File: config.mk
export PLATFORM = sky130hd
export DESIGN_NAME = store_queue
export DESIGN_NICKNAME = d
export VERILOG_FILES = /design/src/rtl/store_queue.sv
export SDC_FILE = /design/constraint.sdc
export NUM_CORES = 2
export LEC_CHECK = 0
export BUFFER_PORTS_ARGS = -buffer_cell sky130_fd_sc_hd__buf_2
export CAP_MARGIN = 20
export CELL_PAD_IN_SITES_DETAIL_PLACEMENT = 0
export CELL_PAD_IN_SITES_GLOBAL_PLACEMENT = 2
export CORE_UTILIZATION = 50
export CTS_BUF_LIST = sky130_fd_sc_hd__clkbuf_8
export DETAILED_ROUTE_END_ITERATION = 16
export GPL_ROUTABILITY_DRIVEN = 0
export PLACE_DENSITY_LB_ADDON = 0.1
export SETUP_SLACK_MARGIN = 0.1
export SLEW_MARGIN = 10
export SYNTH_ARGS = -nofsm -noshare
export SYNTH_HDL_FRONTEND = slang
export SYNTH_SLANG_ARGS = --single-unit
File: constraint.sdc
create_clock -name cpu_clock_i -period 25.1 [get_ports cpu_clock_i]
set_input_delay 1.255 -clock cpu_clock_i [delete_from_list [all_inputs] [get_ports cpu_clock_i]]
set_output_delay 1.255 -clock cpu_clock_i [all_outputs]
set_load 0.005 [all_outputs]
File: src/rtl/store_queue.sv
// In-order store buffer between the AGU and the D-cache. Stores are held
// speculatively until the ROB commits them in order. Committed stores drain
// to the D-cache one at a time. Registered overlap/forwarding answers are
// given to the load pipe.
module store_queue #(
    parameter int unsigned DEPTH = 8
) (
    input  logic        cpu_clock_i,
    input  logic        cpu_reset_i,
    input  logic        flush_i,
    input  logic        enq_vld_i,
    input  logic [5:0]  enq_rob_i,
    input  logic [29:0] enq_addr_i,
    input  logic [31:0] enq_data_i,
    input  logic [3:0]  enq_bm_i,
    output logic        sq_full_o,
    output logic        sq_empty_o,
    input  logic        commit_vld_i,
    input  logic [5:0]  commit_rob_i,
    output logic        commit_err_o,
    output logic        mem_req_vld_o,
    output logic [29:0] mem_req_addr_o,
    output logic [31:0] mem_req_data_o,
    output logic [3:0]  mem_req_bm_o,
    input  logic        mem_req_ack_i,
    input  logic        ld_chk_vld_i,
    input  logic [29:0] ld_chk_addr_i,
    input  logic [3:0]  ld_chk_bm_i,
    output logic        ld_hit_o,
    output logic        ld_fwd_vld_o,
    output logic [31:0] ld_fwd_data_o
);

    localparam int unsigned IdxW = (DEPTH > 1) ? $clog2(DEPTH) : 1;
    localparam int unsigned PtrW = IdxW + 1;

    logic [29:0] addr_q [DEPTH];
    logic [31:0] data_q [DEPTH];
    logic [3:0]  bm_q   [DEPTH];
    logic [5:0]  rob_q  [DEPTH];

    // Pointers carry an extra wrap bit so full and empty are distinguishable.
    logic [PtrW-1:0] head_q, head_d;
    logic [PtrW-1:0] cmt_q, cmt_d;
    logic [PtrW-1:0] tail_q, tail_d;
    logic [PtrW-1:0] count;
    logic [IdxW-1:0] head_idx, cmt_idx, tail_idx;

    logic        err_q, err_d;
    logic        commit_ok;
    logic        enq_fire;

    logic        ld_hit_q, ld_hit_d;
    logic        ld_fwd_q, ld_fwd_d;
    logic [31:0] ld_data_q, ld_data_d;
    logic [3:0]  young_bm;
    logic [IdxW-1:0] q_idx;

    assign head_idx = head_q[IdxW-1:0];
    assign cmt_idx  = cmt_q[IdxW-1:0];
    assign tail_idx = tail_q[IdxW-1:0];

    assign count      = tail_q - head_q;
    assign sq_full_o  = (count == PtrW'(DEPTH));
    assign sq_empty_o = (count == '0);

    assign mem_req_vld_o  = (head_q != cmt_q);
    assign mem_req_addr_o = addr_q[head_idx];
    assign mem_req_data_o = data_q[head_idx];
    assign mem_req_bm_o   = bm_q[head_idx];

    assign commit_ok = (cmt_q != tail_q) && (rob_q[cmt_idx] == commit_rob_i);
    // A full queue stays full this cycle even if the head drains.
    assign enq_fire  = enq_vld_i & ~sq_full_o & ~flush_i;

    assign commit_err_o  = err_q;
    assign ld_hit_o      = ld_hit_q;
    assign ld_fwd_vld_o  = ld_fwd_q;
    assign ld_fwd_data_o = ld_data_q;

    // Pointer and error next-state: commit, then ack, then flush, then enqueue.
    always_comb begin
        head_d = head_q;
        cmt_d  = cmt_q;
        tail_d = tail_q;
        err_d  = err_q;
        if (commit_vld_i) begin
            if (commit_ok) begin
                cmt_d = cmt_q + PtrW'(1);
            end else begin
                err_d = 1'b1;
            end
        end
        if (mem_req_ack_i && mem_req_vld_o) begin
            head_d = head_q + PtrW'(1);
        end
        if (flush_i) begin
            // Flush keeps anything committed up to and including this cycle.
            tail_d = cmt_d;
        end else if (enq_fire) begin
            tail_d = tail_q + PtrW'(1);
        end
    end

    // Load query against the pre-update state; last match in age order wins.
    always_comb begin
        ld_hit_d  = 1'b0;
        ld_fwd_d  = 1'b0;
        ld_data_d = '0;
        young_bm  = '0;
        q_idx     = head_idx;
        if (ld_chk_vld_i) begin
            for (int unsigned k = 0; k < DEPTH; k++) begin
                q_idx = head_idx + IdxW'(k);
                if ((PtrW'(k) < count) && (addr_q[q_idx] == ld_chk_addr_i) &&
                    (|(bm_q[q_idx] & ld_chk_bm_i))) begin
                    ld_hit_d  = 1'b1;
                    young_bm  = bm_q[q_idx];
                    ld_data_d = data_q[q_idx];
                end
            end
            ld_fwd_d = ld_hit_d && ((young_bm & ld_chk_bm_i) == ld_chk_bm_i);
        end
    end

    // Control state with synchronous reset.
    always_ff @(posedge cpu_clock_i) begin
        if (cpu_reset_i) begin
            head_q    <= '0;
            cmt_q     <= '0;
            tail_q    <= '0;
            err_q     <= 1'b0;
            ld_hit_q  <= 1'b0;
            ld_fwd_q  <= 1'b0;
            ld_data_q <= '0;
        end else begin
            head_q    <= head_d;
            cmt_q     <= cmt_d;
            tail_q    <= tail_d;
            err_q     <= err_d;
            ld_hit_q  <= ld_hit_d;
            ld_fwd_q  <= ld_fwd_d;
            ld_data_q <= ld_data_d;
        end
    end

    // Entry payload storage; contents are don't-care until written.
    always_ff @(posedge cpu_clock_i) begin
        if (enq_fire) begin
            addr_q[tail_idx] <= enq_addr_i;
            data_q[tail_idx] <= enq_data_i;
            bm_q[tail_idx]   <= enq_bm_i;
            rob_q[tail_idx]  <= enq_rob_i;
        end
    end

endmodule

==> run summary <==
status = finished clean
Seq pwr share = 0.487
Syn Inst Count = 3,697
Starting DRT DRC Count = 5,539
element type at the critical path end = flop
number of buffers created by CTS = 108
critical path type = flop to flop
Clock transition at path regs = 0.07 ns
pwr/cell area = 44.43 nW/um2
Sw Pwr = 601.9 uW
worst rel slew slack = 0.1513
synth warn = 0
Longest Clk Path Bufs = 3
Combinational Power Share = 0.083
fin util = 0.5467
1st-pass router iterations = 10
clk sink count = 626
Core Box Area = 98,420 um2
f_max = 120.1 MHz
Worst EP required = 25.82 ns
DIE WIDTH = 317.1 um
Slew Limit Fails = 0
clock network power share = 0.430
DP HPWL = 120,800 um
DRC Markers = 0
Hold Vio Cnt, Final = 0
first-pass GRT wire length = 262,400 um
dominant synthesized flop cell = edfxtp_1
vias = 38,340
Routed wire per std cell = 35.43 um
final setup fails = 0
Synth Register Bits = 626
antenna violations before repair = 20
EDFF count, synth = 576
post-cts resize count = 0
commonest non-fill, non-tap cell in the layout = mux4_2
CTS tree = yes
Overall Global Routing Usage = 0.3612
Final nets = 3,885
Post-Synth XOR/XNOR Area = 0.04157
io pins = 223
Via-to-Cell Ratio = 7.448
Slew @ Worst Pin = 1.273 ns
Final period util = 0.3318
share of layout cells above drive strength 1 = 0.3403
Adder-Cell Fraction of Synth Area = 0.002420
clk_skew = 0.05216 ns
Critical Path AT = 9.05 ns
RSZ-0062 raised after global routing = false
setup TNS = 0 ns
vias in the first global route = 37,100
Max-cap violations = 0
gr ovfl total = 0
hold bufs inserted after CTS = 0
simple-gate portion of the synthesized area = 0.07519
H-tree Lvls = 3
Post-Syn Nets = 3,825
main combinational cell family by area after synthesis = multiplexers
Die ar. = 100,500 um2
most frequent cells in the layout = mux4_2, edfxtp_1, mux2i_1, nand2_1, buf_2
die height = 317.1 um
Port Buffers = 222
area grow syn2layout = 8.407%
post-synthesis compound-gate area fraction = 0.07335
Async SR Flop Fraction = 0
element type at the critical path start = flop
Hold Path Class = flop to flop
Int Power = 1789 uW
register area share after synthesis = 0.3686
post-synth cell types = 88
CP max FO = 99
Tmin final = 8.327 ns
FP Rows = 115
DRT antenna net count = 0
Root Driver = clkbuf_8
Post-CTS Setup Inserts = 0
# fillers = 8,141
Synth Cell Area = 49,640 um2
fraction of synthesized area in multiplexers = 0.3986
final WL = 182,400 um
Mean Syn Cell Area = 13.43 um2
Sw Ratio = 0.2518
largest net degree at the start of global routing = 156
Worst-Skew Late Latency = 0.83 ns
Static Leak = 0.01628 uW
Initial Utilization = 0.5043
Peak VDD IR = 0.04785 mV
[worst max-delay path, cell delays in order, from the launching register on]
cell and delay, ns:
dfxtp_4 0.83, buf_4 0.69, inv_4 0.34, ha_4 0.74, buf_12 0.54, buf_4 0.61
mux4_2 0.59, and3_1 0.19, a2111oi_0 0.80, nor4b_1 0.35, and4_1 0.35, and4_1 0.42
nand2_2 0.69, o211a_1 0.49, o21ai_0 0.21, a31oi_1 0.08, a211oi_2 0.15
[per-layer routing]
| metal | global-route usage | share of wire | vias to the layer above |
|---|---|---|---|
| met5 | 0 | 0.0010 | - |
| met4 | 0.1314 | 0.037 | 18 |
| met3 | 0.1158 | 0.13 | 452 |
| met2 | 0.5395 | 0.45 | 2772 |
| met1 | 0.4951 | 0.38 | 19720 |
| li1 | - | - | 15370 |
[kinds of logic (layout without fill, tap and decap cells)]
family	after synthesis	after routing
adders and majority gates	9	9
xor gates and xnor gates	233	233
AOI/OAI and AO/OA	511	511
muxes	1147	1147
DFF	626	626
buffers and inverters	392	545
and+or+nand+nor	779	779
other	0	10
[cells in the mapped netlist (45+ instances only)]
library cell | n | area [um2]
nand3_1 | 82 | 410.4
dfxtp_1 | 50 | 1001
nand4_1 | 49 | 306.5
a21oi_1 | 136 | 680.7
buf_1 | 45 | 168.9
buf_4 | 49 | 367.9
edfxtp_1 | 576 | 17300
nor2_1 | 100 | 375.4
nor3_1 | 68 | 340.3
a22oi_1 | 53 | 397.9
xnor2_1 | 186 | 1629
buf_2 | 126 | 630.6
mux4_2 | 651 | 14660
mux2_2 | 128 | 1441
mux2i_1 | 368 | 3684
nand2_1 | 321 | 1205
clkbuf_1 | 116 | 435.4
[flip-flops by register name, summed over array words and instances, names as in the netlist, named ones only]
signal         cells
head_q             4
addr_q           240
ld_hit_o           1
commit_err_o       1
tail_q             4
rob_q             48
ld_fwd_data_o     32
cmt_q              4
ld_fwd_vld_o       1
data_q           256
bm_q              32
[power groups by stage]
stage / Sequential [uW] / Combinational (uW) / Clock, uW
5_1_grt: 1170 / 204 / 1080
3_3_place_gp: 1190 / 188 / 0
6_report: 1170 / 198 / 1030
2_1_floorplan: 1180 / 106 / 0
3_5_place_dp: 1190 / 189 / 0
4_1_cts: 1160 / 190 / 1040
[final timing paths]
path                  endpoint  slack (ns)  depth (start not counted)    startpoint
hold / removal    commit_err_o        0.48                          2  commit_err_o
setup reg to reg  ld_fwd_vld_o       16.77                         16     head_q[0]
hold reg to reg   commit_err_o        0.48                          2  commit_err_o
setup / recovery  ld_fwd_vld_o       16.77                         16     head_q[0]
[per-stage QoR]
| stage | setup slack (ns) | power [uW] | instances | cell area, um2 | hold slack, ns |
|---|---|---|---|---|---|
| final | 16.77 | 2391 | 5147 | 53810 | 0.4808 |
| after global routing | 16.48 | 2453 | 5140 | 53790 | 0.5423 |
| after CTS | 16.90 | 2397 | 5136 | 53750 | 0.4773 |
| after detailed placement | 16.91 | 1375 | 4933 | 51410 | 0.4576 |
| after global placement | 17.21 | 1373 | 4931 | 51400 | 0.4467 |
| after floorplan | 14.06 | 1290 | 3697 | 49640 | 0.4604 |
[area by class of cell]
type                    instances  area [um2]  area share
multi-input cells            2679       29530      0.5489
flip-flops and latches        626       18320      0.3405
repair buffers                310        1857     0.03451
well taps                    1287        1610     0.02993
clock buffers                 113        1555     0.02890
clock inverters                90       785.8     0.01460
inverters                      32       122.6    0.002279
diodes                         10       25.02   0.0004651
(Power assumes the default switching activity.)
